### src/rtl/led_sequencer.sv
// LED pattern sequencer: a debounced button steps through five display modes,
// and a prescaled tick animates the pattern inside the current mode.
module led_sequencer #(
  parameter int TICK_DIV = 2000000,
  parameter int DEBOUNCE = 120000
) (
  input  logic clk,
  input  logic rst_n,
  input  logic btn,
  output logic g,
  output logic r1,
  output logic r2,
  output logic r3,
  output logic r4
);

  typedef enum logic [2:0] {
    BLINK  = 3'd0,
    CHASE  = 3'd1,
    BOUNCE = 3'd2,
    ALL_ON = 3'd3,
    OFF    = 3'd4
  } mode_t;

  localparam logic [23:0] PRESC_MAX = 24'(TICK_DIV - 1);
  localparam logic [19:0] DB_MAX    = 20'(DEBOUNCE - 1);

  logic [23:0] presc_reg;
  logic [1:0]  sync_reg;
  logic        level_reg;
  logic [19:0] db_cnt_reg;
  mode_t       mode_reg, mode_next;
  logic [2:0]  step_reg;
  logic [2:0]  step_last;
  logic [4:0]  led_reg, led_next;
  logic        tick;
  logic        btn_s;
  logic        press;

  assign tick  = (presc_reg == PRESC_MAX);
  assign btn_s = sync_reg[1];
  // A press is the cycle in which a rising level is accepted.
  assign press = btn_s && !level_reg && (db_cnt_reg == DB_MAX);

  always_ff @(posedge clk or negedge rst_n) begin
    if (!rst_n) begin
      sync_reg   <= 2'b00;
      level_reg  <= 1'b0;
      db_cnt_reg <= '0;
    end else begin
      sync_reg <= {sync_reg[0], btn};
      if (btn_s == level_reg) begin
        db_cnt_reg <= '0;
      end else if (db_cnt_reg == DB_MAX) begin
        level_reg  <= btn_s;
        db_cnt_reg <= '0;
      end else begin
        db_cnt_reg <= db_cnt_reg + 20'd1;
      end
    end
  end

  always_ff @(posedge clk or negedge rst_n) begin
    if (!rst_n) begin
      presc_reg <= '0;
    end else if (press || tick) begin
      presc_reg <= '0;
    end else begin
      presc_reg <= presc_reg + 24'd1;
    end
  end

  always_ff @(posedge clk or negedge rst_n) begin
    if (!rst_n) begin
      mode_reg <= BLINK;
    end else begin
      mode_reg <= mode_next;
    end
  end

  always_comb begin
    mode_next = mode_reg;
    if (press) begin
      case (mode_reg)
        BLINK:   mode_next = CHASE;
        CHASE:   mode_next = BOUNCE;
        BOUNCE:  mode_next = ALL_ON;
        ALL_ON:  mode_next = OFF;
        default: mode_next = BLINK;
      endcase
    end
  end

  always_comb begin
    step_last = 3'd0;
    case (mode_reg)
      BLINK:   step_last = 3'd1;
      CHASE:   step_last = 3'd3;
      BOUNCE:  step_last = 3'd5;
      default: step_last = 3'd0;
    endcase
  end

  // Press takes priority over tick so a new mode always starts at step 0.
  always_ff @(posedge clk or negedge rst_n) begin
    if (!rst_n) begin
      step_reg <= 3'd0;
    end else if (press) begin
      step_reg <= 3'd0;
    end else if (tick) begin
      step_reg <= (step_reg >= step_last) ? 3'd0 : step_reg + 3'd1;
    end
  end

  // Bit order {g, r1, r2, r3, r4}.
  always_comb begin
    led_next = 5'b00000;
    case (mode_reg)
      BLINK: led_next = {step_reg[0], 4'b0000};
      CHASE: begin
        case (step_reg[1:0])
          2'd0:    led_next = 5'b01000;
          2'd1:    led_next = 5'b00100;
          2'd2:    led_next = 5'b00010;
          default: led_next = 5'b00001;
        endcase
      end
      BOUNCE: begin
        case (step_reg)
          3'd0:    led_next = 5'b01000;
          3'd1:    led_next = 5'b00100;
          3'd2:    led_next = 5'b00010;
          3'd3:    led_next = 5'b10001;
          3'd4:    led_next = 5'b00010;
          default: led_next = 5'b00100;
        endcase
      end
      ALL_ON:  led_next = 5'b11111;
      default: led_next = 5'b00000;
    endcase
  end

  always_ff @(posedge clk or negedge rst_n) begin
    if (!rst_n) begin
      led_reg <= 5'b00000;
    end else begin
      led_reg <= led_next;
    end
  end

  assign {g, r1, r2, r3, r4} = led_reg;

endmodule

### config.mk
export PLATFORM = sky130hd
export DESIGN_NAME = led_sequencer
export DESIGN_NICKNAME = d
export VERILOG_FILES = /design/src/rtl/led_sequencer.sv
export SDC_FILE = /design/constraint.sdc
export NUM_CORES = 1
export LEC_CHECK = 0
export ABC_AREA = 0
export BUFFER_PORTS_ARGS = -buffer_cell sky130_fd_sc_hd__buf_2
export CORE_AREA = 2 2 71 73
export CTS_BUF_LIST = sky130_fd_sc_hd__clkbuf_8
export DETAILED_ROUTE_END_ITERATION = 10
export DIE_AREA = 0 0 73 75
export PLACE_DENSITY_LB_ADDON = 0.08
export SLEW_MARGIN = 20
export SYNTH_ARGS = -nofsm -noshare
export SYNTH_HDL_FRONTEND = slang
export SYNTH_SLANG_ARGS = --single-unit
export TNS_END_PERCENT = 1
### constraint.sdc
create_clock -name clk -period 2.5 [get_ports clk]
set_clock_uncertainty 0.05 [all_clocks]
set_input_delay 0.125 -clock clk [delete_from_list [all_inputs] [get_ports clk]]
set_output_delay 0.125 -clock clk [all_outputs]
set_load 0.02 [all_outputs]
Word level (Yosys, flattened, before mapping)
Index checks and enable logic that the tools add are counted.

storage, ports and cells
  word-level logic and storage cells = 44
  output and inout port bits = 5
  register bits = 58

operators by class
  bitwise operators = 1
  add/subtract/negate cells = 3
  magnitude comparators = 1
  muxes and demuxes = 11
  reduce and logical (&&, ||, !) cells = 10
  eq/ne operators = 11

operators by type and width
  cell                     number
  $mux W20                 2
  $add A24 B1 Y24 const B  1
  $eq A24 B21 Y1 const B   1
  $mux W24                 1
  $add A20 B1 Y20 const B  1
  $eq A20 B17 Y1 const B   1
  $pmux W5 S4              1
  $pmux W5 S3              1
  $eq A3 B2 Y1 const B     4
  $pmux W3 S4              1
  $pmux W4 S3              1
  $mux W3                  3
  $pmux W3 S3              1
  $logic_not A3 Y1         2
  $add A3 B1 Y3 const B    1
  $eq A3 B1 Y1 const B     1
  $eq A3 B3 Y1 const B     1
  $ge A3 B3 Y1             1
  $eq A2 B1 Y1 const B     1
  $eq A2 B2 Y1 const B     1
  $logic_and A1 B1 Y1      2
  $logic_not A2 Y1         1
  $reduce_and A2 Y1        1
  $reduce_bool A2 Y1       1
  other kinds (5)          5

Longest topological paths before layout
Gate-level depths: netlist of run 1.

  depth after elaboration = 6
  mapped depth = 8

Worst setup path before layout of run 1
Ideal clock, no wire load.

  kind = reg-to-reg
  start = register presc_reg[0]
  end = register presc_reg[10]
  data required time = 2.331 ns
  setup slack = 0.599 ns
  arrival = 1.732 ns
  buffers on the path = 1
  stages on the path, launching flop included = 8
  clock period less this slack = 1.901 ns
  path through = dfrtp_1 ha_1 and4_1 nand3_1 nor3_1 a21o_2 buf_4 nor2_1

between the ends
  cells in the longest elaborated chain, start to end = 3
  elaborated cells on any way between the ends = 4
  classes of those cells = add/sub (1); eq/ne (1); mux (1); reduce/logical (1)

RTL lines
  what                                                                     RTL line  text
  start, declared                                                          28        logic [23:0] presc_reg;
  start signal, assigned                                                   69        presc_reg <= presc_reg + 24'd1;
  parallel branches: the longest is 2 deep, another holds $add A24 B1 Y24  --
  $mux W24 *                                                               66        end else if (press || tick) begin

Every way passes the cells marked *.
A chain may end at the register's enable or synchronous reset.

Worst setup path in the final report of run 1
  start = register db_cnt_reg[0]
  end = register mode_reg[2]

between the ends
  cells in the longest elaborated chain, start to end = 2

RTL lines
  what                    RTL line  text
  start, declared         31        logic [19:0] db_cnt_reg;
  start signal, assigned  58        db_cnt_reg <= db_cnt_reg + 20'd1;
  $eq A20 B17 Y1          43        assign press = btn_s && !level_reg && (db_cnt_reg == DB_MAX);
  $logic_and A1 B1 Y1     43
  end signal, assigned    77        mode_reg <= mode_next;
  end, declared           32        mode_t mode_reg, mode_next;

No other way between the ends.

==> results of run 1 <==
## routing by layer
metal	part of all wire	global-route usage
met2	0.46	0.325
met3	0.038	0.0776
met4	0.016	0.115
met5	0	0
met1	0.48	0.281
## worst max-delay path, stage by stage, from the launching register on
cell,delay [ps]
dfrtp_1,390
ha_1,210
and3_1,260
nand2_1,110
nor3_1,360
and2_1,270
mux2_2,350
## cell type report
class | count | area share
clock buffer | 14 | 0.0591
clock inverter | 2 | 0.00269
inverter | 9 | 0.0104
multi-input combinational | 229 | 0.434
sequential | 58 | 0.445
tap | 54 | 0.0207
timing repair buffer | 14 | 0.0284
## cell usage after synthesis (3+ instances only)
library cell,count,share of area
xor2_1,24,0.071
ha_1,12,0.051
nand2b_1,4,0.0085
a21oi_1,7,0.012
nor4_1,6,0.013
nor3_1,5,0.0085
nand4_1,11,0.023
nor2_1,60,0.076
xnor2_1,16,0.047
o21ai_0,6,0.010
inv_1,9,0.011
and4_1,5,0.015
and3_1,8,0.017
nand3_1,20,0.034
clkbuf_1,3,0.0038
nand2_1,22,0.028
dfrtp_1,58,0.49
## power by group through the flow
| stage | logic (mW) | clock network, mW | registers [mW] |
|---|---|---|---|
| detailed placement | 0.0379 | 0 | 0.966 |
| floorplan | 0.0130 | 0 | 0.965 |
| finish | 0.0380 | 0.844 | 0.949 |
| global placement | 0.0373 | 0 | 0.966 |
| global route | 0.0469 | 0.902 | 0.949 |
| CTS | 0.0403 | 0.867 | 0.949 |
## path summary, 6_finish.rpt
path	startpoint	endpoint	slack, ps	depth (start not counted)
max in group asynchronous	rst_n	presc_reg[10]	1330	3
worst min-delay path	sync_reg[0]	sync_reg[1]	300	0
worst max-delay path	db_cnt_reg[0]	mode_reg[2]	380	6
min in group asynchronous	rst_n	led_reg[4]	400	2
worst min register to register	sync_reg[0]	sync_reg[1]	300	0
worst max register to register	db_cnt_reg[0]	mode_reg[2]	380	6
## logic make-up (layout without fill, tap and decap cells)
group,after synthesis,in the layout,share of synthesized area
AND/OR/NAND/NOR,155,155,0.262
adder cells (fa/ha/maj),12,12,0.0507
flip-flops,58,58,0.490
multiplexers,2,2,0.00719
XOR/XNOR,40,40,0.118
buffers and inverters,18,39,0.0313
AO/OA/AOI/OAI,20,20,0.0402
## timing repair
action                     4_1_cts  5_1_grt
hold endpoints to repair        41        0
resized for setup                0        0
hold buffers                     2        0
setup endpoints to repair        0        0
buffers inserted                 0        0
==> results.json, run 1 <==
{
  "place_ws_ps": 376,
  "vdd_drop_max_uv": 520,
  "crit_type": "flip-flop to flip-flop",
  "worst_pin_slew_ps": 877,
  "seq_area_mm2": 0.00145,
  "setup_viol": 0,
  "hold_violations": 0,
  "combPwrFrac": 0.021,
  "clk_pin_slew_ps": 70,
  "power_density_mw_per_mm2": 561,
  "synth.net_count": 320,
  "placementRows": 25,
  "outcome": "complete, no violations",
  "yosys_warnings": 0,
  "multi_input_area_mm2": 0.00142,
  "synth_edf_count": 0,
  "cts-root-buf": "clkbuf_8",
  "initial_core_util": 0.635,
  "viasPerCell": 5.59,
  "final_antenna_net_count": 0,
  "ys.flop_type": "dfrtp_1",
  "cts_tree": "built",
  "cp-end-kind": "flip-flop",
  "clockBufferDepth": 2,
  "netlist_area_mm2": 0.00296,
  "power_switching_share": 0.210,
  "grt_pass1_vias": 2028,
  "synth_cells": 305,
  "power.internal_mw": 1.45,
  "synthArstFlopShare": 1.00,
  "cp-start-kind": "flip-flop",
  "yosysUniqueCellTypes": 40,
  "hold_slack_ps": 304,
  "port_buffers": 7,
  "die_x_um": 73,
  "drive_gt1_frac": 0.101,
  "place_inst": 362,
  "grtUsageTotal": 0.218,
  "die-height_um": 75,
  "largest_reg_flops": 24,
  "grt_pass1_wl_um": 8960,
  "drt_wl_total_um": 5250,
  "diodes": 0,
  "fin_util": 0.700,
  "drc": 0,
  "max_freq_ghz": 0.471,
  "worst_slack_ps": 378,
  "min_path_type": "flip-flop to flip-flop",
  "power_frac_seq": 0.518,
  "final_common_cell": "nor2_1",
  "worst_ep_required_time_ps": 2670,
  "slew_viol_final": 0,
  "finalPower_mw": 1.83,
  "drtIter0Drc": 101,
  "grt_max_degree": 43,
  "antenna_found_initial": 0,
  "clkSinkCount": 58,
  "fill_cells": 331,
  "via_count": 2124,
  "dpl_cell_area_mm2": 0.00304,
  "switchingPower_mw": 0.385,
  "cts-htree-levels": 3,
  "wire_per_inst_um": 13.8,
  "final_area_mm2": 0.00326,
  "dp_hpwl_um": 3430,
  "arrival_ps": 2290,
  "ys_ff_latch": 58,
  "setup_tns_ps": 0,
  "finalWeightedCongestion": 0.778,
  "overflow": 0,
  "clkPwrFrac": 0.461,
  "rsz0062_at_grt": "no",
  "final_cell_mix": "nor2_1 (60), dfrtp_1 (58), xor2_1 (24), nand2_1 (22), nand3_1 (20)",
  "fp.coreArea_mm2": 0.00466,
  "ys_seq_area_frac": 0.490,
  "finalNonFillerCells": 380,
  "leakage_nw": 1.49,
  "final.min_clock_period_ps": 2120,
  "min_period_over_period": 0.849,
  "pin_count": 8,
  "avgSynthCellArea_um2": 9.70,
  "first_pass_iters": 4,
  "fin_nets": 336,
  "max-slew-margin-rel": 0.415,
  "area_growth_pct": 10.2,
  "die_area_mm2": 0.00548,
  "crit_fanout": 4,
  "maxCapViolCount": 0,
  "cts_made_buffers": 9,
  "clk_latency_ps": 330
}
(Power assumes the default switching activity.)
==> run 2: changes to the inputs <==
Settings changed: ABC_AREA 0 to 1, CORE_AREA 2 2 71 73 to 2 2 79 81, DIE_AREA 0 0 73 75 to 0 0 81 83.
Clock period 2.5 ns to 1.8 ns, I/O delays scaled along.
==> run 2 against run 1 <==
Net effect: die area up 23%; synthesized area increased by 14%; hold slack worse by 130 ps; first-iteration DRC count up 67%; critical endpoint is now step_reg[2]; global-route usage rose by 1.9 points; highest routed layer unchanged.
==> results.json, run 2 <==
{
  "dpl_cell_area_mm2": 0.00359,
  "ys.flop_type": "dfrtp_1",
  "power_frac_seq": 0.502,
  "crit_family": "simple AND/OR/NAND/NOR gates",
  "wire_per_inst_um": 12.6,
  "dp_hpwl_um": 5160,
  "fin_nets": 512,
  "fill_cells": 541,
  "arrival_ps": 1930,
  "min_period_over_period": 0.977,
  "grt_max_degree": 41,
  "synthArstFlopShare": 1.00,
  "ys_ff_latch": 58,
  "synth_edf_count": 0,
  "via_count": 2953,
  "die-height_um": 83,
  "combPwrFrac": 0.025,
  "clk_pin_slew_ps": 70,
  "synth_area_leaders": "dfrtp_1 (43%), nand2_1 (14%), nor2_1 (13%), inv_1 (5.4%), ha_1 (4.4%)",
  "final_antenna_net_count": 0,
  "initial_core_util": 0.582,
  "pin_count": 8,
  "final_common_cell": "nand2_1",
  "port_buffers": 7,
  "clkSinkCount": 58,
  "r2r_slack_ps": 40,
  "viasPerCell": 5.12,
  "cts_tree": "built",
  "cp-start-kind": "flip-flop",
  "power_switching_share": 0.223,
  "finalPower_mw": 2.62,
  "synth.net_count": 482,
  "worst_pin_slew_ps": 456,
  "finalWeightedCongestion": 0.943,
  "max-slew-margin-rel": 0.696,
  "yosys_warnings": 0,
  "cts-htree-levels": 3,
  "cp-end-kind": "flip-flop",
  "drt_wl_total_um": 7250,
  "yosysUniqueCellTypes": 30,
  "slew_viol_final": 0,
  "final_cell_mix": "nand2_1 (126), nor2_1 (116), dfrtp_1 (58), inv_1 (47), nand3_1 (29)",
  "clockBufferDepth": 2,
  "outcome": "complete, no violations",
  "power.internal_mw": 2.04,
  "rsz0062_at_grt": "yes",
  "power_density_mw_per_mm2": 680,
  "crit_path_cell_trace": "inv_2 > nand2_4 > nor2_4 > inv_2 > ha_4 > nand2_2 > o211ai_1 > nor2_1 > nand3_1 > nand2_1",
  "final_area_mm2": 0.00386,
  "area_growth_pct": 14.0,
  "synth.most_common_cell": "nand2_1",
  "synthTopCellsByCount": "nand2_1 (129), nor2_1 (117), dfrtp_1 (58)",
  "cpMaxStageDelayCell": "dfrtp_1",
  "worst_ep_required_time_ps": 1980,
  "rr_startpoint": "mode_reg[2]",
  "slowest_delay_ps": 410,
  "die_x_um": 81,
  "fp.coreArea_mm2": 0.00582,
  "maxCapViolCount": 0,
  "fin_util": 0.664,
  "setup_tns_ps": 0,
  "synth_cells": 467,
  "place_ws_ps": 17.4,
  "critPathBufInv": 2,
  "grt_pass1_vias": 2718,
  "crit_fanout": 4,
  "vdd_drop_max_uv": 445,
  "hold_violations": 0,
  "min_path_type": "input port to asynchronous set/reset pin",
  "clkPwrFrac": 0.473,
  "crit_type": "flip-flop to flip-flop",
  "leakage_nw": 1.71,
  "setup_viol": 0,
  "antenna_found_initial": 0,
  "placementRows": 28,
  "diodes": 0,
  "final.min_clock_period_ps": 1760,
  "clk_latency_ps": 330,
  "cp_common_cell": "inv_2",
  "worst_slack_ps": 41.8,
  "synth_top_area_share": 0.429,
  "drc": 0,
  "ys_seq_area_frac": 0.429,
  "grt_pass1_wl_um": 12500,
  "overflow": 0,
  "max_freq_ghz": 0.569,
  "largest_reg_flops": 24,
  "die_area_mm2": 0.00672,
  "first_pass_iters": 5,
  "drive_gt1_frac": 0.124,
  "yosys.area.top_type": "dfrtp_1",
  "cts-root-buf": "clkbuf_8",
  "netlist_area_mm2": 0.00339,
  "avgSynthCellArea_um2": 7.25,
  "startpoint": "mode_reg[2]",
  "cts_made_buffers": 9,
  "switchingPower_mw": 0.585,
  "grtUsageTotal": 0.238,
  "drtIter0Drc": 169
}
[run 2: cell count changes after synthesis, moves of 4 or more]
| cell | delta |
|---|---|
| xnor2_1 | -7 |
| nand4_1 | -5 |
| nand3_1 | +10 |
| nand2_1 | +107 |
| inv_1 | +40 |
| nor2_1 | +57 |
| and3_1 | -8 |
| and4_1 | -5 |
| nand2b_1 | -4 |
| nor4_1 | -6 |
| xor2_1 | -13 |
[run 2: layout make-up]
class	instances	area, µm²	area share
well taps	75	93.8	0.0243
inverters	52	195	0.0506
flip-flops and latches	58	1450	0.376
clock inverters	5	52.6	0.0136
clock buffers	11	151	0.0392
repair buffers	23	173	0.0447
multi-input cells	353	1740	0.452
[run 2: power by group through the flow]
stage	Clock (mW)	Combinational [mW]	Sequential [mW]
finish	1.24	0.0663	1.32
global route	1.32	0.0776	1.32
CTS	1.26	0.0688	1.32
detailed placement	0	0.0652	1.34
global placement	0	0.0634	1.34
floorplan	0	0.0186	1.34
[run 2: logic make-up after synthesis]
family | Yosys count | synth area share
XOR/XNOR | 20 | 0.0517
flip-flops | 58 | 0.429
adder cells (fa/ha/maj) | 12 | 0.0443
buffers and inverters | 56 | 0.0687
AND/OR/NAND/NOR | 300 | 0.368
AO/OA/AOI/OAI | 21 | 0.0384
[run 2: worst paths after layout]
kind,endpoint,cells after the start
min in group clk,sync_reg[1],0
min,presc_reg[21],2
max,step_reg[2],10
max in group asynchronous,db_cnt_reg[12],3
max reg2reg,step_reg[2],10
min reg2reg,sync_reg[1],0
[run 2: stage by stage]
stage | instances | hold slack, ps
after CTS | 576 | 195
after floorplan | 467 | -256
final | 577 | 178
after global placement | 558 | 13.6
after global routing | 577 | 219
after detailed placement | 558 | 17.1
[run 2: timing repair]
item / 4_1_cts / 5_1_grt
hold buffers: 2 / 0
buffers inserted: 0 / 1
gates resized for setup: 1 / 10
setup endpoints to repair: 3 / 11
pin swaps: 1 / 8
hold endpoints to repair: 19 / 0
[run 2: worst reg2reg max path, stage by stage (launching register included)]
cell and delay (ps):
dfrtp_1 410, inv_2 110, nand2_4 70, nor2_4 120, inv_2 60, ha_4 270
nand2_2 40, o211ai_1 300, nor2_1 90, nand3_1 70, nand2_1 50
[run 2: metal layers]
metal  share of wire  wire [µm]  GRT usage  vias up
li1                -          -          -     1517
met1            0.49       3560      0.358     1345
met2            0.44       3220      0.341       76
met3           0.045        326     0.0326       15
met4           0.020        146      0.100        0
met5               0          0          0        -
==> run 3: changes to the inputs <==
Settings changed: CORE_AREA 2 2 79 81 to 2 2 106 57, DIE_AREA 0 0 81 83 to 0 0 108 59.
Clock period 1.8 ns to 1.7 ns, I/O delays scaled along.
==> run 3 against run 2 <==
Net effect: final cell count increased by 1.2%; critical path type unchanged; largest power group is now the clock network; non-clock buffer count rose by 9; sequential power grew 5%; die area fell by 5.2%.
==> results.json, run 3 (synthesized netlist as in run 2, its figures left out) <==
{
  "cts_tree": "built",
  "final_area_mm2": 0.00393,
  "grtUsageTotal": 0.257,
  "die_x_um": 108,
  "leakage_nw": 1.76,
  "power_density_mw_per_mm2": 739,
  "finalPower_mw": 2.90,
  "hold_slack_ps": 220,
  "dp_hpwl_um": 5330,
  "fin_nets": 521,
  "maxCapViolCount": 0,
  "fp.coreArea_mm2": 0.00535,
  "drtIter0Drc": 158,
  "place_ws_ps": -57.4,
  "dpl_cell_area_mm2": 0.00362,
  "worst_ep_required_time_ps": 1880,
  "pin_count": 8,
  "initial_core_util": 0.633,
  "placementRows": 19,
  "area_growth_pct": 16.0,
  "crit_fanout": 3,
  "grt_pass1_vias": 2924,
  "place_inst": 561,
  "overflow": 0,
  "clkSinkCount": 58,
  "slew_viol_final": 0,
  "cts-root-buf": "clkbuf_8",
  "max-slew-margin-rel": 0.758,
  "diodes": 0,
  "viasPerCell": 5.05,
  "cts-htree-levels": 3,
  "clockBufferDepth": 2,
  "crit_type": "flip-flop to flip-flop",
  "arrival_ps": 1850,
  "cp-start-kind": "flip-flop",
  "finalWeightedCongestion": 0.895,
  "grt_pass1_wl_um": 12600,
  "via_count": 2951,
  "final_cell_mix": "nand2_1 (127), nor2_1 (115), dfrtp_1 (58), inv_1 (47), nand3_1 (30)",
  "drive_gt1_frac": 0.135,
  "cp-end-kind": "flip-flop",
  "vdd_drop_max_uv": 511,
  "setup_viol": 0,
  "drt_wl_total_um": 7260,
  "outcome": "complete, no violations",
  "final_antenna_net_count": 0,
  "clk_pin_slew_ps": 70,
  "finalNonFillerCells": 584,
  "setup_tns_ps": 0,
  "grt_max_degree": 59,
  "die-height_um": 59,
  "final_common_cell": "nand2_1",
  "clk_latency_ps": 350,
  "antenna_found_initial": 0,
  "die_area_mm2": 0.00637,
  "hold_violations": 0,
  "rsz0062_at_grt": "yes",
  "largest_reg_flops": 24,
  "cts_made_buffers": 9,
  "fin_util": 0.735,
  "max_freq_ghz": 0.599,
  "min_period_over_period": 0.982,
  "worst_slack_ps": 30.7,
  "wire_per_inst_um": 12.4,
  "drc": 0,
  "min_path_type": "input port to asynchronous set/reset pin",
  "final.min_clock_period_ps": 1670,
  "first_pass_iters": 4,
  "worst_pin_slew_ps": 359,
  "port_buffers": 7
}
-- run 3: worst max-delay path, stage by stage, from the launching register on --
cell and delay [ps]:
dfrtp_1 390, inv_2 80, nand2_2 70, nor2_2 120, inv_2 70, ha_4 270, nand2_1 50, o211ai_1 240
nor2_1 80, nand3_1 90, nand2_1 50
-- run 3: final timing paths --
kind,start,end,slack [ps],depth (start not counted)
setup / recovery,mode_reg[2],step_reg[1],30,10
hold / removal,rst_n,db_cnt_reg[17],220,3
setup reg to reg,mode_reg[2],step_reg[1],30,10
hold reg to reg,sync_reg[0],sync_reg[1],300,0
max in group asynchronous,rst_n,step_reg[1],1120,3
min in group clk,sync_reg[0],sync_reg[1],300,0
-- run 3: power by group --
group / total [mW] / internal (mW) / leakage (nW) / switching, mW
Sequential: 1.39 / 1.39 / 0.789 / 0.00583
Clock: 1.44 / 0.866 / 0.109 / 0.574
Combinational: 0.0700 / 0.0223 / 0.860 / 0.0476
Total: 2.90 / 2.28 / 1.76 / 0.628
-- run 3: per-layer routing --
layer	routed length (µm)	global-route usage	share of wire
met5	0	0	0
met3	286	0.0879	0.039
met2	3590	0.458	0.49
met4	83	0.0788	0.011
met1	3300	0.301	0.45
-- run 3: layout make-up --
cell class | count | area, µm²
inverters | 52 | 195
flip-flops and latches | 58 | 1450
clock buffers | 10 | 138
repair buffers | 32 | 240
multi-input cells | 353 | 1720
well taps | 73 | 91.3
fillers | 399 | 1420
clock inverters | 6 | 88.8
-- run 3: repair_timing --
| item | 4_1_cts | 5_1_grt |
|---|---|---|
| pin swaps | 2 | 4 |
| setup buffers | 4 | 1 |
| gates resized for setup | 3 | 3 |
| endpoints found under the setup margin | 3 | 39 |
| endpoints found under the hold margin | 59 | 0 |
| hold buffers | 2 | 0 |
